### src/rtl/ahb_output_arbiter_param.sv
// ahb_output_arbiter_param: output-stage arbiter with port masking, fixed/round-robin priority and burst hold
module ahb_output_arbiter_param #(
    parameter int                   NUM_PORTS  = 5,
    parameter int                   PORT_W     = 3,
    parameter logic [NUM_PORTS-1:0] PORT_MASK  = 5'b11011,
    parameter int                   ARB_MODE   = 0,
    parameter int                   BURST_HOLD = 1
) (
    input  logic                 HCLK,
    input  logic                 HRESETn,
    input  logic [NUM_PORTS-1:0] req_port,
    input  logic                 HREADYM,
    input  logic                 HSELM,
    input  logic [1:0]           HTRANSM,
    input  logic [2:0]           HBURSTM,
    input  logic                 HMASTLOCKM,
    output logic [PORT_W-1:0]    addr_in_port,
    output logic                 no_port,
    output logic                 burst_hold
);
    localparam logic [1:0] IDLE = 2'b00, NONSEQ = 2'b10, SEQ = 2'b11;

    logic [NUM_PORTS-1:0] eff_req, above_ptr, rr_req;
    logic [PORT_W-1:0]    rr_ptr, fix_win, rr_win, win, nxt_port, nxt_ptr;
    logic [3:0]           beat_cnt, nxt_cnt, burst_len;
    logic                 nxt_none, hold;

    function automatic logic [PORT_W-1:0] lowest(input logic [NUM_PORTS-1:0] v);
        lowest = '0;
        for (int i = NUM_PORTS - 1; i >= 0; i--)
            if (v[i]) lowest = PORT_W'(i);
    endfunction

    // the current owner keeps requesting while it has an active transfer on this slave
    for (genvar i = 0; i < NUM_PORTS; i++) begin : g_req
        assign eff_req[i]   = PORT_MASK[i] & (req_port[i] | ((addr_in_port == PORT_W'(i)) & HSELM & (HTRANSM != IDLE)));
        assign above_ptr[i] = PORT_W'(i) > rr_ptr;
    end

    // round-robin: lowest requester above the pointer, else wrap to the lowest overall
    assign rr_req     = eff_req & above_ptr;
    assign fix_win    = lowest(eff_req);
    assign rr_win     = |rr_req ? lowest(rr_req) : fix_win;
    assign win        = (ARB_MODE != 0) ? rr_win : fix_win;
    assign hold       = (BURST_HOLD != 0) && (beat_cnt != 4'd0);
    assign burst_hold = hold;
    assign burst_len  = HBURSTM[2:1] == 2'b01 ? 4'd3 :
                        HBURSTM[2:1] == 2'b10 ? 4'd7 :
                        HBURSTM[2:1] == 2'b11 ? 4'd15 : 4'd0;
    assign nxt_cnt    = HTRANSM == IDLE                       ? 4'd0 :
                        (HTRANSM == NONSEQ && HSELM)          ? burst_len :
                        (HTRANSM == SEQ && beat_cnt != 4'd0)  ? beat_cnt - 4'd1 : beat_cnt;

    always_comb begin
        nxt_port = addr_in_port;
        nxt_none = no_port;
        nxt_ptr  = rr_ptr;
        if (!HMASTLOCKM) begin
            if (hold) begin
                nxt_none = 1'b0;
            end else if (|eff_req) begin
                nxt_port = win;
                nxt_none = 1'b0;
                nxt_ptr  = (ARB_MODE != 0) ? win : rr_ptr;
            end else if (!HSELM) begin
                nxt_none = 1'b1;
            end
        end
    end

    always_ff @(posedge HCLK or negedge HRESETn) begin
        if (!HRESETn) begin
            addr_in_port <= '0;
            no_port      <= 1'b1;
            rr_ptr       <= PORT_W'(NUM_PORTS - 1);
            beat_cnt     <= 4'd0;
        end else if (HREADYM) begin
            addr_in_port <= nxt_port;
            no_port      <= nxt_none;
            rr_ptr       <= nxt_ptr;
            beat_cnt     <= nxt_cnt;
        end
    end
endmodule

### config.mk
export PLATFORM = sky130hd
export DESIGN_NAME = ahb_output_arbiter_param
export DESIGN_NICKNAME = d
export VERILOG_FILES = /design/src/rtl/ahb_output_arbiter_param.sv
export SDC_FILE = /design/constraint.sdc
export NUM_CORES = 1
export LEC_CHECK = 0
export ABC_AREA = 1
export CAP_MARGIN = 30
export CORE_UTILIZATION = 47
export DETAILED_ROUTE_END_ITERATION = 16
export PLACE_DENSITY = 0.81
export SYNTH_ARGS = -nofsm -noshare
export SYNTH_HDL_FRONTEND = slang
export SYNTH_SLANG_ARGS = --single-unit
### constraint.sdc
create_clock -name HCLK -period 2.3 [get_ports HCLK]
set_input_delay 0.69 -clock HCLK [delete_from_list [all_inputs] [get_ports HCLK]]
set_output_delay 0.69 -clock HCLK [all_outputs]
set_load 0.005 [all_outputs]
Word-level counts from Yosys, hierarchy flattened
Index checks and enable logic that the tools add are counted. W data, S select, Z words.

Bits of input ports: 15. Logic and storage cells: 51. Register bits: 8.

Reduce and logical (&&, ||, !) cells: 11. Multiplexer cells: 13. $add $sub $neg: 1. Eq/ne operators: 9. Bitwise operators: 14.

Operators with widths (count): $mux W4 (6); $mux W3 (4); $and A1 B1 Y1 (8); $eq A2 B2 Y1 const B (4); $or A1 B1 Y1 (4); $reduce_and A4 Y1 (1); $reduce_bool A4 Y1 (1); $reduce_or A4 Y1 (1); $sub A4 B1 Y4 const B (1); $eq A3 B1 Y1 const B (1); $eq A3 B2 Y1 const B (1); $eq A3 B3 Y1 const B (1); $logic_not A3 Y1 (1); $mux W1 (3); $ne A3 B1 Y1 const B (1); $reduce_and A3 Y1 (1); $reduce_bool A3 Y1 (1); $eq A2 B1 Y1 const B (1); $logic_and A1 B1 Y1 (2); $logic_not A2 Y1 (1); $not A1 Y1 (2); $reduce_and A2 Y1 (1); $reduce_bool A2 Y1 (1).

Logic depth before layout (Yosys ltp)
Gate-level depths: netlist of run 1.

Word-level depth: 8. Mapped depth: 9.

Worst setup path before layout of run 1
No wires, ideal clock.

Path kind: input to register. Start point: input HTRANSM[0]. End point: register addr_in_port[1]. Slack: 0.910 ns. Stages on the path: 8. Library setup time: 0.117 ns. Required time: 2.183 ns. Arrival: 1.274 ns. Path buffers: 0. Cells stage by stage: nor2_1 nor2_1 nand2_1 nand2_2 nor2_4 nand2_2 nand3_1 nand2_1.

Cells in the longest elaborated chain, start to end: 6.

Ends and longest elaborated chain: start, declared (line 14) `input logic [1:0] HTRANSM,`; $reduce_bool A2 Y1 * (line 36) `assign eff_req[i] = PORT_MASK[i] & (req_port[i] | ((addr_in_port == PORT_W'(i)) & HSELM & (HTRANSM != IDLE)));`; $and A1 B1 Y1 (line 36); $or A1 B1 Y1 (line 36); $mux W3 (3 in series) (line 31) `if (v[i]) lowest = PORT_W'(i);`; end signal, assigned (line 78) `addr_in_port <= nxt_port;`; end, declared (line 17) `output logic [PORT_W-1:0] addr_in_port,`.

Every way passes the cells marked *; elsewhere a longest branch is shown, timed or not. A chain may end at the register's enable or synchronous reset.

Final worst setup path of run 1
Start point: register beat_cnt[0]. End point: output burst_hold.

Cells in the longest elaborated chain, start to end: 1.

Ends and longest elaborated chain: start, declared (line 25) `logic [3:0] beat_cnt, nxt_cnt, burst_len;`; start signal, assigned (line 81) `beat_cnt <= nxt_cnt;`; $reduce_bool A4 Y1 (line 45) `assign hold = (BURST_HOLD != 0) && (beat_cnt != 4'd0);`; end, declared (line 19) `output logic burst_hold`.

Every way passes these cells.

==> results of run 1 <==
## state kept, by name, summed over array words and instances, names as in the netlist
| signal | flops |
|---|---|
| addr_in_port | 3 |
| beat_cnt | 4 |
| no_port | 1 |
## metrics by stage
step                      setup WS (ns)  total power, uW
after CTS                       0.07026            705.5
after global placement           0.2602            570.0
after floorplan                  0.9097            450.5
after global routing            0.01475            764.1
final                           0.06683            707.5
after detailed placement         0.2215            580.4
## where the power goes
part	switching, uW	leakage (uW)	internal, uW
Sequential	44.5	0.000101	193
Clock	59.7	0.0000150	66.9
Combinational	175	0.000323	169
## cells by family after synthesis
logic type / synth area share, %
buffers and inverters: 10.78
flip-flops: 32.14
AND/OR/NAND/NOR: 44.91
AO/OA/AOI/OAI: 10.18
adder cells (fa/ha/maj): 1.996
## critical path, cell delays in order, from the launching register on
cell	delay, ns
dfrtp_1	0.33
inv_1	0.07
ha_1	0.23
nand2_1	0.13
clkdlybuf4s50_1	0.52
## cell usage in the layout (no fill, tap or decap), types with 2 or more instances in the layout
cell / count
nand2_2: 8
nand3_1: 8
nand2_1: 21
o21ai_1: 2
dfrtp_1: 7
clkdlybuf4s50_1: 17
inv_1: 16
nor2_2: 2
a21oi_1: 4
nor2_4: 2
o21ai_0: 4
nor2_1: 12
inv_2: 2
clkbuf_4: 3
## metal layers
metal	vias up	wire length (um)
met5	-	0
met4	0	12
met3	2	62
met2	18	597
met1	303	653
li1	344	-
## layout make-up
| class | count | area [um^2] | area share [%] |
|---|---|---|---|
| Tap cell | 14 | 17.52 | 2.083 |
| Multi-Input combinational cell | 70 | 357.8 | 42.56 |
| Sequential cell | 8 | 201.4 | 23.96 |
| Inverter | 18 | 67.56 | 8.036 |
| Timing Repair Buffer | 17 | 170.2 | 20.24 |
| Clock buffer | 4 | 26.28 | 3.125 |
## Yosys cell counts
cell type	count	area [um^2]
nor2_2	2	12.51
or2_2	1	6.260
inv_2	2	7.510
dfstp_2	1	26.28
nand3b_1	1	7.510
dfrtp_1	7	175.2
nand2_2	8	50.05
o21ai_0	4	20.02
ha_1	1	12.51
nand3_1	8	40.04
nand2_1	21	78.83
o21ai_1	2	10.01
a21oi_1	4	20.02
nor2_1	12	45.04
o22ai_1	1	6.260
nand3_2	1	10.01
or2_4	1	8.760
inv_1	16	60.06
nor2_4	2	22.52
a21o_1	1	7.510
## path summary, 6_finish.rpt
path | from | endpoint | slack [ns]
max in group asynchronous | HRESETn | no_port | 1.26
min in group asynchronous | HRESETn | beat_cnt[2] | 0.71
min | beat_cnt[1] | beat_cnt[1] | 0.49
min reg2reg | beat_cnt[1] | beat_cnt[1] | 0.49
max reg2reg | beat_cnt[0] | beat_cnt[0] | 0.93
max | beat_cnt[0] | burst_hold | 0.07
==> flow_metrics.env, run 1 <==
export IMPL_finalSetupViolations=0
export IMPL_hold_ws_ns=0.4912
export IMPL_cts_sinks=8
export IMPL_dieArea_um2=1484
export IMPL_cts_resized=0
export IMPL_drc=0
export IMPL_leakagePower_uw=0.0004389
export IMPL_clk_latency_ns=0.26
export IMPL_drt_vias_per_instance=5.092
export IMPL_areaGrowthSynthToFinish_pct=34.13
export IMPL_fin_nets=134
export IMPL_synth_area_per_cell_um2=6.530
export IMPL_met1_usage_pct=29.43
export IMPL_crit_path_end_kind="output pin"
export IMPL_ys_ff_latch=8
export IMPL_outcome="finished clean"
export IMPL_grt_ovfl_total=0
export IMPL_dp_cells=127
export IMPL_core_rowCount=12
export IMPL_max_freq_ghz=0.4478
export IMPL_skew_ns=0.01081
export IMPL_routabilityCongestion=0.8849
export IMPL_holdBufCountCts=0
export IMPL_hpwlAfterDp_um=1072
export IMPL_clock_path_buffers=2
export IMPL_drt_iter0_drc=17
export IMPL_yosysUniqueCellTypes=20
export IMPL_finalCritPeriodShare_pct=97.09
export IMPL_dr_pass1_iters=4
export IMPL_vdd_drop_max_uv=503.1
export IMPL_num_vias=667
export IMPL_met2_usage_pct=32.50
export IMPL_path_clk_slew_ns=0.07
export IMPL_port_buffers=17
export IMPL_rsz0062_at_grt="no"
export IMPL_ys_seq_area_share_pct=32.14
export IMPL_synthCells=96
export IMPL_post_cts_buffers=0
export IMPL_worst_pin_slew_ns=0.3930
export IMPL_track_usage_pct=21.20
export IMPL_cts_tree="done"
export IMPL_coreArea_um2=1171
export IMPL_grt_pass1_vias=534
export IMPL_ant_nets=0
export IMPL_antenna_found_initial=0
export IMPL_grt_pass1_wl_um=2145
export IMPL_dpl_cell_area_um2=814.5
export IMPL_syn_cell_area_um2=626.9
export IMPL_die_x_um=38.52
export IMPL_holdPathStages=2
export IMPL_drt_wl_total_um=1326
export IMPL_crit_type="flop to output pin"
export IMPL_use_met3_pct=3.488
export IMPL_fp_dieH_um=38.52
export IMPL_diodes=0
export IMPL_crit_path_start_kind="flop"
export IMPL_ctsHtreeMaxLevel=1
export IMPL_syn_num_nets=112
export IMPL_yosysWarningCount=0
export IMPL_ioPinCount=20
export IMPL_hold_path_class="flop to flop"
export IMPL_relSlewSlack_pct=73.72
export IMPL_final_util_pct=71.79
export IMPL_drv_cap=0
export IMPL_fin_setup_tns_ns=0
export IMPL_wl_per_cell_um=10.12
export IMPL_cp_required_ns=1.61
export IMPL_top_usage_layer="met2"
export IMPL_grt_max_degree=9
export IMPL_cp_max_fo=4
export IMPL_reg2reg_depth=9
export IMPL_start_util_pct=53.53
export IMPL_period_minus_slack_ns=2.233
export IMPL_fill_cells=107
export IMPL_worstPathArrival_ns=1.54
export IMPL_numCtsBuffers=3
export IMPL_report_final_slew_viol_count=0
export IMPL_root_buffer="clkbuf_4"
export IMPL_power_density_nw_per_um2=841.4
export IMPL_stdcell_count=131
export IMPL_drive_above_1_share_pct=17.95
export IMPL_fin_area_um2=840.8
export IMPL_hold_viol_final=0
(Power assumes the default switching activity.)
==> run 2, diff against run 1 <==
Settings changed: CTS_CLUSTER_SIZE set to 30.
==> results of run 2 <==
Same layout as run 1: the final DEF is identical, and so are final timing and power.
==> run 3, diff against run 2 <==
Settings changed: SETUP_SLACK_MARGIN set to 0.3.
==> flow_metrics.env, run 3 (synthesis gave the netlist of run 1 again) <==
export IMPL_grt_pass1_vias=538
export IMPL_drv_cap=0
export IMPL_ioPinCount=20
export IMPL_path_clk_slew_ns=0.07
export IMPL_worstPathArrival_ns=1.27
export IMPL_drc=0
export IMPL_finalCritPeriodShare_pct=85.43
export IMPL_period_minus_slack_ns=1.965
export IMPL_fp_dieH_um=38.52
export IMPL_leakagePower_uw=0.0004385
export IMPL_track_usage_pct=21.57
export IMPL_drt_vias_per_instance=5.092
export IMPL_hpwlAfterDp_um=1072
export IMPL_relSlewSlack_pct=74.05
export IMPL_clk_latency_ns=0.26
export IMPL_wl_per_cell_um=10.52
export IMPL_combPwrFrac_pct=50.1
export IMPL_seq_power_share_pct=32.6
export IMPL_crit_path_start_kind="flop"
export IMPL_cp_required_ns=1.61
export IMPL_reg_top3="beat_cnt x4, addr_in_port x3, no_port x1"
export IMPL_antenna_found_initial=0
export IMPL_core_rowCount=12
export IMPL_hold_viol_final=0
export IMPL_worst_pin_slew_ns=0.3881
export IMPL_cts_tree="done"
export IMPL_slowest_stage="dfstp_2"
export IMPL_switching_power_uw=293.3
export IMPL_start_util_pct=53.53
export IMPL_holdBufCountCts=0
export IMPL_grt_ovfl_total=0
export IMPL_crit_type="flop to output pin"
export IMPL_fin_nets=134
export IMPL_dpl_cell_area_um2=814.5
export IMPL_switching_share_pct=40.18
export IMPL_die_x_um=38.52
export IMPL_coreArea_um2=1171
export IMPL_numCtsBuffers=3
export IMPL_outcome="finished clean"
export IMPL_power_density_nw_per_um2=854.1
export IMPL_post_cts_buffers=0
export IMPL_finalSetupViolations=0
export IMPL_num_vias=667
export IMPL_top_register="beat_cnt"
export IMPL_ant_nets=0
export IMPL_worst_path_buf_inv=1
export IMPL_diodes=0
export IMPL_port_buffers=17
export IMPL_worstPathCellList="clkdlybuf4s50_1"
export IMPL_hold_path_class="flop to flop"
export IMPL_drt_iter0_drc=17
export IMPL_cp_max_fo=2
export IMPL_slowest_delay_ns=0.53
export IMPL_mostFrequentLayoutCell="nand2_1"
export IMPL_drt_wl_total_um=1378
export IMPL_fin_setup_tns_ns=0
export IMPL_pwr_share_clk_pct=17.2
export IMPL_largest_reg_flops=4
export IMPL_dieArea_um2=1484
export IMPL_fin_area_um2=854.6
export IMPL_cts_sinks=8
export IMPL_grt_max_degree=9
export IMPL_intPower_uw=436.6
export IMPL_grt_pass1_wl_um=2173
export IMPL_dr_pass1_iters=4
export IMPL_crit_path_end_kind="output pin"
export IMPL_drive_above_1_share_pct=20.51
export IMPL_max_freq_ghz=0.5090
export IMPL_skew_ns=0.009751
export IMPL_report_final_slew_viol_count=0
export IMPL_p_total_uw=729.9
export IMPL_vdd_drop_max_uv=502.8
export IMPL_ctsHtreeMaxLevel=1
export IMPL_areaGrowthSynthToFinish_pct=36.33
export IMPL_final_util_pct=72.97
export IMPL_root_buffer="clkbuf_4"
export IMPL_mostFrequentLayoutCells="20 x nand2_1, 16 x clkdlybuf4s50_1, 15 x inv_1, 12 x nor2_1, 9 x nand2_2"
export IMPL_routabilityCongestion=0.8849
export IMPL_critPathTopFamily="flip-flops"
export IMPL_clock_path_buffers=2
export IMPL_rsz0062_at_grt="no"
==> run 3: cell count changes in the layout (fill, tap and decap cells not counted), sizes merged <==
cell / delta
clkdlybuf4s50: -1
dlygate4sd2: +1
==> run 3: path summary, 6_finish.rpt <==
kind / endpoint / start / cells past startpoint / slack, ns
setup / recovery: no_port / no_port / 1 / 0.34
hold / removal: beat_cnt[1] / beat_cnt[1] / 2 / 0.49
setup reg to reg: beat_cnt[2] / beat_cnt[1] / 7 / 0.97
hold reg to reg: beat_cnt[1] / beat_cnt[1] / 2 / 0.49
max in group asynchronous: no_port / HRESETn / 1 / 1.26
min in group asynchronous: beat_cnt[2] / HRESETn / 1 / 0.71
==> run 3: routing by layer <==
| metal | GRT usage (%) | part of all wire, % | vias up |
|---|---|---|---|
| li1 | - | - | 343 |
| met1 | 29.43 | 47 | 297 |
| met2 | 33.75 | 46 | 25 |
| met3 | 3.488 | 6.1 | 2 |
| met4 | 7.759 | 0.87 | 0 |
| met5 | 0 | 0 | - |
==> run 3: per-stage QoR <==
| step | setup WS, ns | std cells | hold slack, ns |
|---|---|---|---|
| 3_3_place_gp | 0.2602 | 127 | 0.4721 |
| 4_1_cts | 0.3284 | 131 | 0.4913 |
| 5_1_grt | 0.3140 | 131 | 0.5342 |
| 2_1_floorplan | 0.9097 | 96 | 0.3944 |
| 6_report | 0.3352 | 131 | 0.4869 |
| 3_5_place_dp | 0.2215 | 127 | 0.4741 |
==> run 3: power groups by stage <==
stage	Combinational, uW	Sequential [uW]	Clock (uW)
floorplan	217	233	0
global placement	332	238	0
detailed placement	341	240	0
CTS	345	239	125
global route	407	247	134
finish	366	238	126
==> run 3: cell type report <==
class                   count  area (um^2)
fillers                   105        316.6
repair buffers             17        168.9
clock buffers               4        26.28
multi-input cells          70        372.9
well taps                  14        17.52
inverters                  18        67.56
flip-flops and latches      8        201.4
==> run 3: what timing repair did <==
item	4_1_cts	5_1_grt
gates resized for setup	4	1
hold endpoints to repair	0	0
endpoints found under the setup margin	1	1
